`src/rtl/packetizer.sv`:
```
// rtl/packetizer.sv - packs 16-bit payload words two at a time into 48-bit flits
// Optional flit/packet counters are built when PACKETIZER_STATS_EN is defined.
module packetizer #(
   parameter logic [15:0] TAIL_CTRL = 16'hFFFF,
   parameter logic [15:0] BODY_CTRL = 16'h0000,
   parameter logic [15:0] PAD_WORD  = 16'h0000
) (
   input  logic        clk,
   input  logic        reset,
   input  logic [15:0] data_in,
   input  logic        data_valid,
   input  logic        data_last,
   output logic        data_ready,
   output logic [47:0] flit_out,
   output logic        flit_valid,
   input  logic        flit_ready
`ifdef PACKETIZER_STATS_EN
   ,
   output logic [15:0] flit_count,
   output logic [15:0] pkt_count
`endif
);

   typedef enum logic [1:0] {
      ST_EMPTY = 2'd0,
      ST_HALF  = 2'd1,
      ST_FULL  = 2'd2
   } state_t;

   state_t      r_state;
   state_t      w_next_state;
   logic [15:0] r_hold;
   logic [15:0] w_next_hold;
   logic [47:0] r_flit;
   logic [47:0] w_next_flit;
   logic        w_in_xfer;
   logic        w_out_xfer;

   // A full flit frees the slot in the same cycle it is taken, so ready looks at flit_ready.
   assign data_ready = (r_state != ST_FULL) || flit_ready;
   assign flit_valid = (r_state == ST_FULL);
   assign flit_out   = r_flit;
   assign w_in_xfer  = data_valid && data_ready;
   assign w_out_xfer = flit_valid && flit_ready;

   always_ff @(posedge clk) begin
      if (reset) begin
         r_state <= ST_EMPTY;
         r_hold  <= 16'h0000;
         r_flit  <= 48'h0;
      end else begin
         r_state <= w_next_state;
         r_hold  <= w_next_hold;
         r_flit  <= w_next_flit;
      end
   end

   always_comb begin
      w_next_state = r_state;
      w_next_hold  = r_hold;
      w_next_flit  = r_flit;
      case (r_state)
         ST_EMPTY, ST_FULL: begin
            if ((r_state == ST_FULL) && w_out_xfer) begin
               w_next_state = ST_EMPTY;
            end
            // In FULL an input transfer implies the flit is leaving, so treat it as EMPTY.
            if (w_in_xfer) begin
               if (data_last) begin
                  w_next_flit  = {data_in, PAD_WORD, TAIL_CTRL};
                  w_next_state = ST_FULL;
               end else begin
                  w_next_hold  = data_in;
                  w_next_state = ST_HALF;
               end
            end
         end
         ST_HALF: begin
            if (w_in_xfer) begin
               w_next_flit  = {r_hold, data_in, data_last ? TAIL_CTRL : BODY_CTRL};
               w_next_state = ST_FULL;
            end
         end
         default: begin
            w_next_state = ST_EMPTY;
         end
      endcase
   end

`ifdef PACKETIZER_STATS_EN
   logic [15:0] r_flit_count;
   logic [15:0] r_pkt_count;

   always_ff @(posedge clk) begin
      if (reset) begin
         r_flit_count <= 16'h0000;
         r_pkt_count  <= 16'h0000;
      end else if (w_out_xfer) begin
         r_flit_count <= r_flit_count + 16'd1;
         if (r_flit[15:0] == TAIL_CTRL) begin
            r_pkt_count <= r_pkt_count + 16'd1;
         end
      end
   end

   assign flit_count = r_flit_count;
   assign pkt_count  = r_pkt_count;
`endif

endmodule

```
`config.mk`:
```
export PLATFORM = sky130hd
export DESIGN_NAME = packetizer
export DESIGN_NICKNAME = d
export VERILOG_FILES = /design/src/rtl/packetizer.sv
export SDC_FILE = /design/constraint.sdc
export NUM_CORES = 1
export LEC_CHECK = 0
export CORE_MARGIN = 10
export CORE_UTILIZATION = 41
export DETAILED_ROUTE_END_ITERATION = 8
export PLACE_DENSITY_LB_ADDON = 0.3
export SYNTH_ARGS = -nofsm -noshare
export SYNTH_HDL_FRONTEND = slang
export SYNTH_SLANG_ARGS = --single-unit
```
`constraint.sdc`:
```
create_clock -name clk -period 1.42 [get_ports clk]
set_clock_uncertainty 0.1 [all_clocks]
set_input_delay 0.213 -clock clk [delete_from_list [all_inputs] [get_ports clk]]
set_output_delay 0.213 -clock clk [all_outputs]
set_load 0.03 [all_outputs]
```
; Word-level counts from Yosys, hierarchy flattened
; Index checks and enable logic that the tools add are counted.
[op_classes]
eq_ne = 7
muxes = 10
bitwise_logic = 1
n_reduce_logical = 10
[ops]
columns = cell, n
row1 = two-way mux 48 bit, 3
row2 = one-hot mux 48 bit (2 select lines), 1
row3 = two-way mux 16 bit, 1
row4 = two-way mux 2 bit, 4
row5 = != test 2 bit (second input constant), 4
row6 = one-hot mux 2 bit (2 select lines), 1
row7 = AND reduction 4 bit, 1
row8 = logical AND 1 bit, 3
row9 = != test 3 bit (second input constant), 1
row10 = AND reduction 3 bit, 1
row11 = equality test 2 x 1 -> 1 bit (second input constant), 1
row12 = equality test 2 bit (second input constant), 1
row13 = logical NOT 2 bit, 1
row14 = AND reduction 2 bit, 1
row15 = nonzero test 2 bit, 1
row16 = OR reduction 2 bit, 1
row17 = logical OR 1 bit, 1
row18 = NOT 1 bit, 1
[word_totals]
regBits = 66
inputBits = 21
output_inout_bits = 50
elab_cells = 31

; Longest topological paths before layout
; Gate-level depths: netlist (run 1).
[depth]
depth_word = 6
depth_mapped = 6
mapped_depth_nobuf = 4

; Least setup slack after synthesis (run 1)
; No wires, ideal clock.
[synth_path]
path_kind = flip-flop to flip-flop
from = register flit_out[15] (netlist name)
to = register r_flit[15], in the netlist flit_out[15]
setup_ps = 70
arrival_time_ps = 1183
t_required_ps = 1250
slack_ps = 66
stages_incl_launch_ff = 4
n_path_buf = 0
synth_period_minus_slack_ps = 1354
path_cell_list = dfxtp_1 > a31oi_1 > or2_2 > a21oi_1
[synth_rtl]
columns = element, line_no
row1 = to (signal assigned), 54  ; r_flit <= w_next_flit;
row2 = to (decl), 34  ; logic [47:0] r_flit;

; Worst setup path in the final report (run 1)
[layout_path]
from = register r_state[0]
to = output port data_ready
[layout_via]
elab_chain_cells = 2
[layout_rtl]
columns = element, line_no
row1 = from (decl), 30  ; state_t r_state;
row2 = from (signal assigned), 52  ; r_state <= w_next_state;
row3 = != test 2 bit, 40  ; assign data_ready = (r_state != ST_FULL) || flit_ready;
row4 = logical OR 1 bit, 40
row5 = to (decl), 13  ; output logic data_ready,
; Every way passes these cells.

==> results of run 1 <==
## layout make-up
class | instances | share of cell area [%]
Sequential cell | 51 | 32.55
Tap cell | 70 | 2.779
Clock inverter | 1 | 0.9528
Clock buffer | 6 | 2.303
Timing Repair Buffer | 91 | 30.41
Multi-Input combinational cell | 146 | 31.00
## power breakdown
| group | switching [W] | total, W | internal (W) |
|---|---|---|---|
| clock network | 0.000443 | 0.000960 | 0.000517 |
| logic | 0.000467 | 0.000829 | 0.000363 |
| registers | 0.0000385 | 0.00154 | 0.00150 |
## logic make-up (layout without fill, tap and decap cells)
group | after synthesis | after routing | synth area share (%)
AO/OA/AOI/OAI | 39 | 39 | 11.56
flip-flops | 51 | 51 | 46.71
AND/OR/NAND/NOR | 74 | 74 | 15.11
multiplexers | 33 | 33 | 15.11
buffers and inverters | 34 | 98 | 11.50
## per-stage QoR
stage | util, % | worst slack [ns] | hold slack, ns | cell area (um^2)
CTS | 57.96 | -0.01674 | 0.1783 | 2979
finish | 61.32 | -0.02322 | 0.1863 | 3152
detailed placement | 56.43 | -0.2917 | 0.3423 | 2900
floorplan | - | 0.06627 | 0.2569 | 2186
global placement | 56.43 | -0.2530 | 0.3384 | 2900
global route | 61.32 | -0.08801 | 0.1846 | 3152
## layer usage
| metal | vias up | global-route usage (%) | wire length (um) |
|---|---|---|---|
| li1 | 900 | - | - |
| met1 | 831 | 13.79 | 2440 |
| met2 | 51 | 18.98 | 2575 |
| met3 | 2 | 5.356 | 388 |
| met4 | 0 | 3.599 | 36 |
| met5 | - | 0 | 0 |
## sequential cells by signal, summed over array words and instances, names as in the netlist
name and flops:
flit_out 33, r_hold 16, r_state 2
## cell usage in the layout (no fill, tap or decap), types with 2 or more instances in the layout
cell type        synthesis  final
nand3_2                  0      3
nand2_1                 16     16
a21oi_1                 19     13
nand3_1                 17     14
a211oi_1                14     13
clkbuf_8                 0      5
clkbuf_16                0      3
nor2_2                   0      2
dlygate4sd2_1            0     31
buf_6                    3      3
a211oi_2                 2      3
buf_12                   1     10
clkdlybuf4s50_1          0     17
a21oi_2                  1      6
dfxtp_1                 51     49
buf_4                   18     24
mux2i_1                 33     33
nand2b_1                 3      3
nor2_1                  33     31
## path summary, 6_finish.rpt
| path | start | endpoint | slack (ns) | depth (start not counted) |
|---|---|---|---|---|
| min reg2reg | flit_out[20]$_SDFFE_PP0P_ | flit_out[20]$_SDFFE_PP0P_ | 0.35 | 2 |
| max | r_state[0]$_SDFFE_PP0P_ | data_ready | -0.02 | 3 |
| max reg2reg | r_state[1]$_SDFFE_PP0P_ | flit_out[30]$_SDFFE_PP0P_ | 0.02 | 6 |
| min | reset | r_hold[3]$_SDFFE_PP0P_ | 0.19 | 2 |
## cells in the mapped netlist (2+ instances only)
cell      number  area share, %
dfxtp_1       51             47
mux2i_1       33             15
nor2_1        33            5.7
a21oi_1       19            4.4
buf_4         18            6.2
nand3_1       17            3.9
nand2_1       16            2.7
a211oi_1      14            4.8
clkbuf_1       6            1.0
buf_2          5            1.1
buf_6          3            1.5
nand2b_1       3           0.86
a211oi_2       2            1.1
## what timing repair did
item                                    in CTS  in global routing
resized for setup                           36                 16
cloned                                       0                  4
buffers inserted                             1                  2
pin swaps                                    0                 17
endpoints found under the setup margin      43                 24
==> run_results.csv, run 1 <==
group,metric,value,unit
status,status,"complete, but fails checks",
status,violations,"setup timing",
worst_setup_path,worst-path-buf-inv,1,
floorplanning,initial_core_util,42.53,%
worst_setup_path,cpMaxStageDelayCell,"dfxtp_4",
clocking,cts_sinks,51,
synth,synth_ff_type,"dfxtp_1",
final_layout,synthToLayoutAreaGrowth,44.19,%
synth,async_flop_share,0,%
clocking,tritoncts,"yes",
pwr,power.total,0.003330,W
floorplanning,top_level_ports,71,
placement,place_inst,351,
final_layout,diodes,0,
drt,post-route-drc-count,0,
global_route,grt.total_usage,11.82,%
clocking,root_buffer,"clkbuf_8",
worst_setup_path,cpPeakStageDelay,0.39,ns
drt,vias,1784,
global_route,grt_overflow_total,0,
drt,drt_wl_total,5.441,mm
floorplanning,dieArea,8652,um^2
sta,finalCritPeriodShare,101.6,%
global_route,grt_pass1_vias,1763,
clocking,cts-htree-levels,2,
global_route,antenna_found_initial,0,
worst_setup_path,end_kind,"primary output",
synth,syn_area,2186,um^2
global_route,grt_max_degree,30,
synth,ys_types,24,
global_route,grt_pass1_wl,8.480,mm
worst_setup_path,crit_fanout,6,
worst_setup_path,crit_chain,"and2b_1 > nand2b_1 > buf_6",
synth,seq_area_frac_synth,46.71,%
drt,antenna_left,0,
sta,hold_viol,0,
synth,yosys_warnings,0,
drt,dr.first_iter.drc_count,73,
clocking,postCtsHoldBufs,0,
clocking,cts_buffer_depth,2,
final_layout,multi_input_area,977.2,um^2
pwr,p_leak,1.385,nW
sta,worst_slack,-0.02322,ns
final_layout,stdcell_count,365,
worst_hold_path,min_path_type,"in -> reg",
worst_setup_path,cp_top_family,"flip-flops",
placement,place.gp.congestion,0.7127,
sta,fmax,0.6929,GHz
floorplanning,coreArea,5140,um^2
worst_setup_path,worstSetupPathType,"reg -> out",
final_layout,regArea,1026,um^2
floorplanning,row_count,26,
worst_setup_path,cp_data_arrival_time,1.13,ns
worst_setup_path,cp-start-kind,"register",
clocking,clk-insertion-delay-late,0.29,ns
final_layout,nets,316,
final_layout,nFillCells,474,
drt,first_pass_iters,4,
final_layout,drive_above_1_share,23.05,%
sta,slew_violations,0,
pwr,powerDensity,1056,nW/um^2
floorplanning,die_w,93.02,um
worst_setup_path,critical_path_required,1.11,ns
sta,slew_headroom,78.96,%
sta,finalSetupTns,-0.02322,ns
clocking,cts_buffers,5,
placement,hpwl,3.655,mm
clocking,clkTransAtPathRegs,0.09,ns
sta,tightest_slew,0.3156,ns
sta,layout_min_cycle_time,1.443,ns
pwr,peakVddDrop,629.4,uV
floorplanning,chipHeight,93.02,um
synth,yosys_register_bits,51,
sta,grt_setup_unrepaired,"true",
drt,via_per_inst,4.888,
synth,synth.avg_cell_area,9.463,um^2
synth,synthesis.nets,252,
placement,portBuffers,70,
sta,setup_viol,1,
drt,routedWlPerCell,14.91,um
synth,syn_inst,231,
job,max_cap_viol_count,0,
synth,synth_edf_count,0,
(Power assumes the default switching activity.)
==> inputs of run 2 (changes only) <==
==> constraint.sdc (replaced) <==
create_clock -name clk -period 1.42 [get_ports clk]
set_clock_uncertainty 0.1 [all_clocks]
set_input_delay 0.213 -clock clk [delete_from_list [all_inputs] [get_ports clk]]
set_output_delay 0.213 -clock clk [all_outputs]
set_load 0.01 [all_outputs]
==> run_results.csv, run 2 (synthesis gave the netlist of run 1 again) <==
group,metric,value,unit
placement,place.gp.congestion,0.7129,
worst_setup_path,worstSetupPathType,"reg -> reg",
clocking,clkTransAtPathRegs,0.09,ns
clocking,cts_sinks,51,
worst_setup_path,critical_path_required,1.55,ns
pwr,peakVddDrop,531.5,uV
final_layout,diodes,0,
drt,dr.first_iter.drc_count,62,
sta,worst_slack,-0.05518,ns
sta,tightest_slew,0.2651,ns
pwr,p_leak,1.443,nW
worst_setup_path,end_kind,"register",
worst_setup_path,path_depth,7,
worst_setup_path,worst-path-buf-inv,3,
floorplanning,initial_core_util,42.53,%
drt,vias,1835,
worst_setup_path,cp-start-kind,"register",
status,status,"complete, but fails checks",
worst_setup_path,r2r_end,"flit_out[25]$_SDFFE_PP0P_",
drt,first_pass_iters,4,
global_route,antenna_found_initial,0,
sta,hold_viol,0,
sta,slew_headroom,82.33,%
final_layout,nets,321,
worst_setup_path,cpMaxStageDelayCell,"dfxtp_2",
sta,fmax,0.6779,GHz
drt,drt_wl_total,6.025,mm
worst_setup_path,cp_data_arrival_time,1.60,ns
worst_hold_path,min_path_type,"in -> reg",
placement,portBuffers,70,
final_layout,largest_reg_flops,33,
worst_setup_path,crit_fanout,8,
floorplanning,die_w,93.02,um
clocking,root_buffer,"clkbuf_8",
final_layout,layout_common_cells,"dfxtp_1 (49), dlygate4sd2_1 (35), mux2i_1 (31)",
clocking,tritoncts,"yes",
global_route,grt_pass1_vias,1859,
worst_hold_path,worstHoldPathCells,3,
worst_setup_path,crit_chain,"buf_6 > nand2b_4 > a21oi_4 > buf_12 > clkbuf_16 > nand3_2 > a21oi_1",
sta,grt_setup_unrepaired,"true",
final_layout,synthToLayoutAreaGrowth,49.97,%
floorplanning,top_level_ports,71,
worst_setup_path,cpPeakStageDelay,0.34,ns
placement,hpwl,3.556,mm
sta,slew_violations,0,
sta,layout_min_cycle_time,1.475,ns
floorplanning,chipHeight,93.02,um
global_route,grt.total_usage,12.44,%
worst_setup_path,cp_top_family,"buffers and inverters",
clocking,cts-htree-levels,2,
final_layout,drive_above_1_share,29.67,%
sta,finalCritPeriodShare,103.9,%
worst_hold_path,min_from,"reset",
global_route,grt_overflow_total,0,
final_layout,post-route-util,63.78,%
job,max_cap_viol_count,0,
status,violations,"setup timing",
global_route,grt_pass1_wl,8.852,mm
clocking,cts_buffers,5,
drt,routedWlPerCell,16.28,um
drt,antenna_left,0,
final_layout,final_common_cell,"dfxtp_1",
pwr,powerDensity,992.6,nW/um^2
floorplanning,dieArea,8652,um^2
worst_hold_path,whs_endpoint,"flit_out[17]$_SDFFE_PP0P_",
floorplanning,row_count,26,
sta,setup_viol,25,
worst_setup_path,r2r_setup_slack,-0.06,ns
final_layout,nFillCells,468,
worst_setup_path,worstRegToRegCells,7,
global_route,grt_max_degree,52,
clocking,cts_buffer_depth,2,
drt,post-route-drc-count,0,
drt,via_per_inst,4.959,
worst_setup_path,worstReg2RegStart,"r_state[0]$_SDFFE_PP0P_",
floorplanning,coreArea,5140,um^2
sta,whs,0.2589,ns
clocking,clk-insertion-delay-late,0.30,ns
## run 2: cell types whose count changed in the layout (fill, tap and decap cells not counted), sizes merged
cell,previous run,this run
dlygate4sd2,31,35
buf,38,23
clkdlybuf4s50,17,18
clkbuf,9,24
## run 2: worst max-delay path by stage
stage | slack (ns) | from | to
2_1_floorplan | 0.10 | r_state[1]$_SDFFE_PP0P_ | r_hold[10]$_SDFFE_PP0P_
3_3_place_gp | -0.27 | data_last | flit_out[42]$_SDFFE_PP0P_
3_5_place_dp | -0.37 | data_last | flit_out[43]$_SDFFE_PP0P_
4_1_cts | -0.08 | r_state[0]$_SDFFE_PP0P_ | flit_out[38]$_SDFFE_PP0P_
5_1_grt | -0.1 | r_state[0]$_SDFFE_PP0P_ | flit_out[38]$_SDFFE_PP0P_
6_report | -0.06 | r_state[0]$_SDFFE_PP0P_ | flit_out[25]$_SDFFE_PP0P_
## run 2: worst reg2reg max path: stages, from the launching register on
cell	delay [ns]
dfxtp_2	0.34
buf_6	0.12
nand2b_4	0.15
a21oi_4	0.16
buf_12	0.16
clkbuf_16	0.16
nand3_2	0.08
a21oi_1	0.14
## run 2: final cells by class
type	count	area, um^2	share of cell area, %
multi-input combinational	146	1087	33.17
sequential	51	1023	31.22
timing repair buffer	96	977.2	29.81
tap	70	87.58	2.672
clock buffer	6	72.57	2.214
clock inverter	1	30.03	0.9160
## run 2: per-stage QoR
stage / area [um^2] / TNS [ns] / setup WS [ns] / std cells / power, W
2_1_floorplan: 2186 / 0 / 0.1050 / 231 / 0.001950
3_3_place_gp: 2918 / -12.35 / -0.2721 / 352 / 0.002237
3_5_place_dp: 2918 / -14.66 / -0.3663 / 352 / 0.002246
4_1_cts: 2984 / -0.7200 / -0.07781 / 361 / 0.003159
5_1_grt: 3278 / -2.578 / -0.09870 / 370 / 0.003416
6_report: 3278 / -0.6770 / -0.05518 / 370 / 0.003254
## run 2: layer usage
| metal | vias to the layer above | track usage (%) | routed length, um |
|---|---|---|---|
| met5 | - | 0 | 0 |
| met4 | 0 | 4.756 | 70 |
| met3 | 5 | 6.555 | 534 |
| met2 | 58 | 19.63 | 2868 |
| met1 | 854 | 13.93 | 2551 |
| li1 | 918 | - | - |
## run 2: what timing repair did
action / in CTS / in global routing
hold buffers: 0 / 0
setup endpoints to repair: 82 / 65
buffers inserted: 1 / 4
gates cloned: 1 / 6
gates resized for setup: 56 / 70
pin swaps: 7 / 28
## run 2: where the power goes
group | internal (W) | switching [W]
logic | 0.000377 | 0.000360
clock network | 0.000517 | 0.000456
registers | 0.00150 | 0.0000411
==> inputs of run 3 (changes only) <==
--- a/config.mk
+++ b/config.mk
@@ -8,6 +8,7 @@
 export CORE_MARGIN = 10
 export CORE_UTILIZATION = 41
 export DETAILED_ROUTE_END_ITERATION = 8
+export MAX_ROUTING_LAYER = met4
 export PLACE_DENSITY_LB_ADDON = 0.3
 export SYNTH_ARGS = -nofsm -noshare
 export SYNTH_HDL_FRONTEND = slang
==> run_results.csv, run 3 (synthesis gave the netlist of run 1 again) <==
group,metric,value,unit
status,status,"complete, but fails checks",
status,violations,"setup timing",
job,max_cap_viol_count,0,
global_route,grt_max_degree,52,
placement,place.gp.congestion,0.7212,
placement,place_inst,352,
sta,tightest_slew,0.2656,ns
worst_setup_path,cp-start-kind,"register",
clocking,cts-htree-levels,2,
final_layout,diodes,0,
clocking,clk-insertion-delay-late,0.30,ns
drt,antenna_left,0,
sta,slew_violations,0,
sta,worst_slack,-0.05441,ns
clocking,cts_sinks,51,
global_route,grt_pass1_wl,8.852,mm
final_layout,final_common_cell,"dfxtp_1",
global_route,grt.total_usage,12.80,%
placement,hpwl,3.556,mm
drt,vias,1833,
final_layout,drive_above_1_share,27.67,%
drt,routedWlPerCell,16.35,um
clocking,cts_buffer_depth,2,
worst_hold_path,min_path_type,"in -> reg",
sta,fmax,0.6782,GHz
floorplanning,initial_core_util,42.53,%
clocking,clkTransAtPathRegs,0.09,ns
global_route,antenna_found_initial,0,
floorplanning,top_level_ports,71,
placement,pre_cts_ws,-0.3663,ns
placement,portBuffers,70,
sta,layout_min_cycle_time,1.474,ns
worst_setup_path,worstReg2RegStart,"r_state[0]$_SDFFE_PP0P_",
floorplanning,dieArea,8652,um^2
final_layout,largest_reg_flops,33,
final_layout,nets,321,
drt,via_per_inst,4.954,
clocking,tritoncts,"yes",
worst_setup_path,worstSetupPathType,"reg -> reg",
sta,finalSetupTns,-0.6789,ns
sta,hold_viol,0,
worst_hold_path,whs_endpoint,"flit_out[17]$_SDFFE_PP0P_",
global_route,grt_pass1_vias,1859,
worst_setup_path,critical_path_required,1.55,ns
sta,setup_viol,24,
clocking,root_buffer,"clkbuf_8",
sta,slew_headroom,82.30,%
worst_setup_path,r2r_end,"flit_out[25]$_SDFFE_PP0P_",
floorplanning,chipHeight,93.02,um
floorplanning,coreArea,5140,um^2
pwr,p_leak,1.444,nW
final_layout,post-route-util,64.36,%
floorplanning,die_w,93.02,um
worst_hold_path,worstHoldPathCells,3,
drt,post-route-drc-count,0,
floorplanning,row_count,26,
clocking,postCtsHoldBufs,0,
final_layout,synthToLayoutAreaGrowth,51.35,%
global_route,grt_overflow_total,0,
worst_setup_path,worstRegToRegCells,7,
final_layout,stdcell_count,370,
sta,grt_setup_unrepaired,"true",
drt,dr.first_iter.drc_count,68,
pwr,powerDensity,985.1,nW/um^2
clocking,cts_buffers,5,
worst_setup_path,end_kind,"register",
worst_setup_path,cp_data_arrival_time,1.60,ns
worst_setup_path,r2r_setup_slack,-0.05,ns
final_layout,layout_common_cells,"dfxtp_1 (49), dlygate4sd2_1 (35), mux2i_1 (31)",
drt,drt_wl_total,6.051,mm
worst_hold_path,min_from,"reset",
drt,first_pass_iters,4,
pwr,peakVddDrop,531.3,uV
sta,finalCritPeriodShare,103.8,%
worst_setup_path,crit_fanout,8,
## run 3: changes by cell type in the layout (fill, tap and decap cells not counted), sizes merged
cell,previous run,this run
clkbuf,24,18
clkdlybuf4s15,1,7
## run 3: worst max path at each step
stage | startpoint | endpoint | slack, ns
after floorplan | r_state[1]$_SDFFE_PP0P_ | r_hold[10]$_SDFFE_PP0P_ | 0.10
after global placement | data_last | flit_out[42]$_SDFFE_PP0P_ | -0.27
after detailed placement | data_last | flit_out[43]$_SDFFE_PP0P_ | -0.37
after CTS | r_state[0]$_SDFFE_PP0P_ | flit_out[38]$_SDFFE_PP0P_ | -0.08
after global routing | r_state[0]$_SDFFE_PP0P_ | flit_out[38]$_SDFFE_PP0P_ | -0.1
final | r_state[0]$_SDFFE_PP0P_ | flit_out[25]$_SDFFE_PP0P_ | -0.05
## run 3: where the power goes
group | internal, W | leakage, nW | switching [W]
Clock | 0.000517 | 0.0513 | 0.000450
Combinational | 0.000386 | 0.975 | 0.000362
Sequential | 0.00150 | 0.417 | 0.0000410
Total | 0.00241 | 1.44 | 0.000853
## run 3: through the flow
stage | total power, W | area, um^2 | hold WS (ns)
floorplan | 0.001950 | 2186 | 0.2569
global placement | 0.002237 | 2918 | 0.3377
detailed placement | 0.002246 | 2918 | 0.3421
CTS | 0.003159 | 2984 | 0.2493
global route | 0.003425 | 3308 | 0.2711
finish | 0.003259 | 3308 | 0.2601
## run 3: routing by layer
| metal | track usage (%) | vias to the layer above | wire, um |
|---|---|---|---|
| li1 | - | 920 | - |
| met1 | 15.39 | 860 | 2745 |
| met2 | 19.63 | 49 | 2924 |
| met3 | 4.077 | 4 | 325 |
| met4 | 4.756 | 0 | 57 |
| met5 | - | - | 0 |
## run 3: critical path, stage by stage (launching register included)
cell and delay [ns]:
dfxtp_2 0.34, buf_6 0.12, nand2b_4 0.15, a21oi_4 0.16
buf_12 0.16, clkbuf_16 0.16, nand3_2 0.08, a21oi_1 0.14
## run 3: timing repair
item | CTS | global route
setup buffers | 1 | 4
endpoints found under the hold margin | 0 | 0
cloned | 1 | 6
gates resized for setup | 56 | 64
setup endpoints to repair | 82 | 65
pin swaps | 7 | 28
## run 3: final cells by class
cell class	instances	area (um^2)
Clock buffer	6	72.57
Clock inverter	1	30.03
Fill cell	465	1832
Multi-Input combinational cell	146	1087
Sequential cell	51	1023
Tap cell	70	87.58
Timing Repair Buffer	96	1007
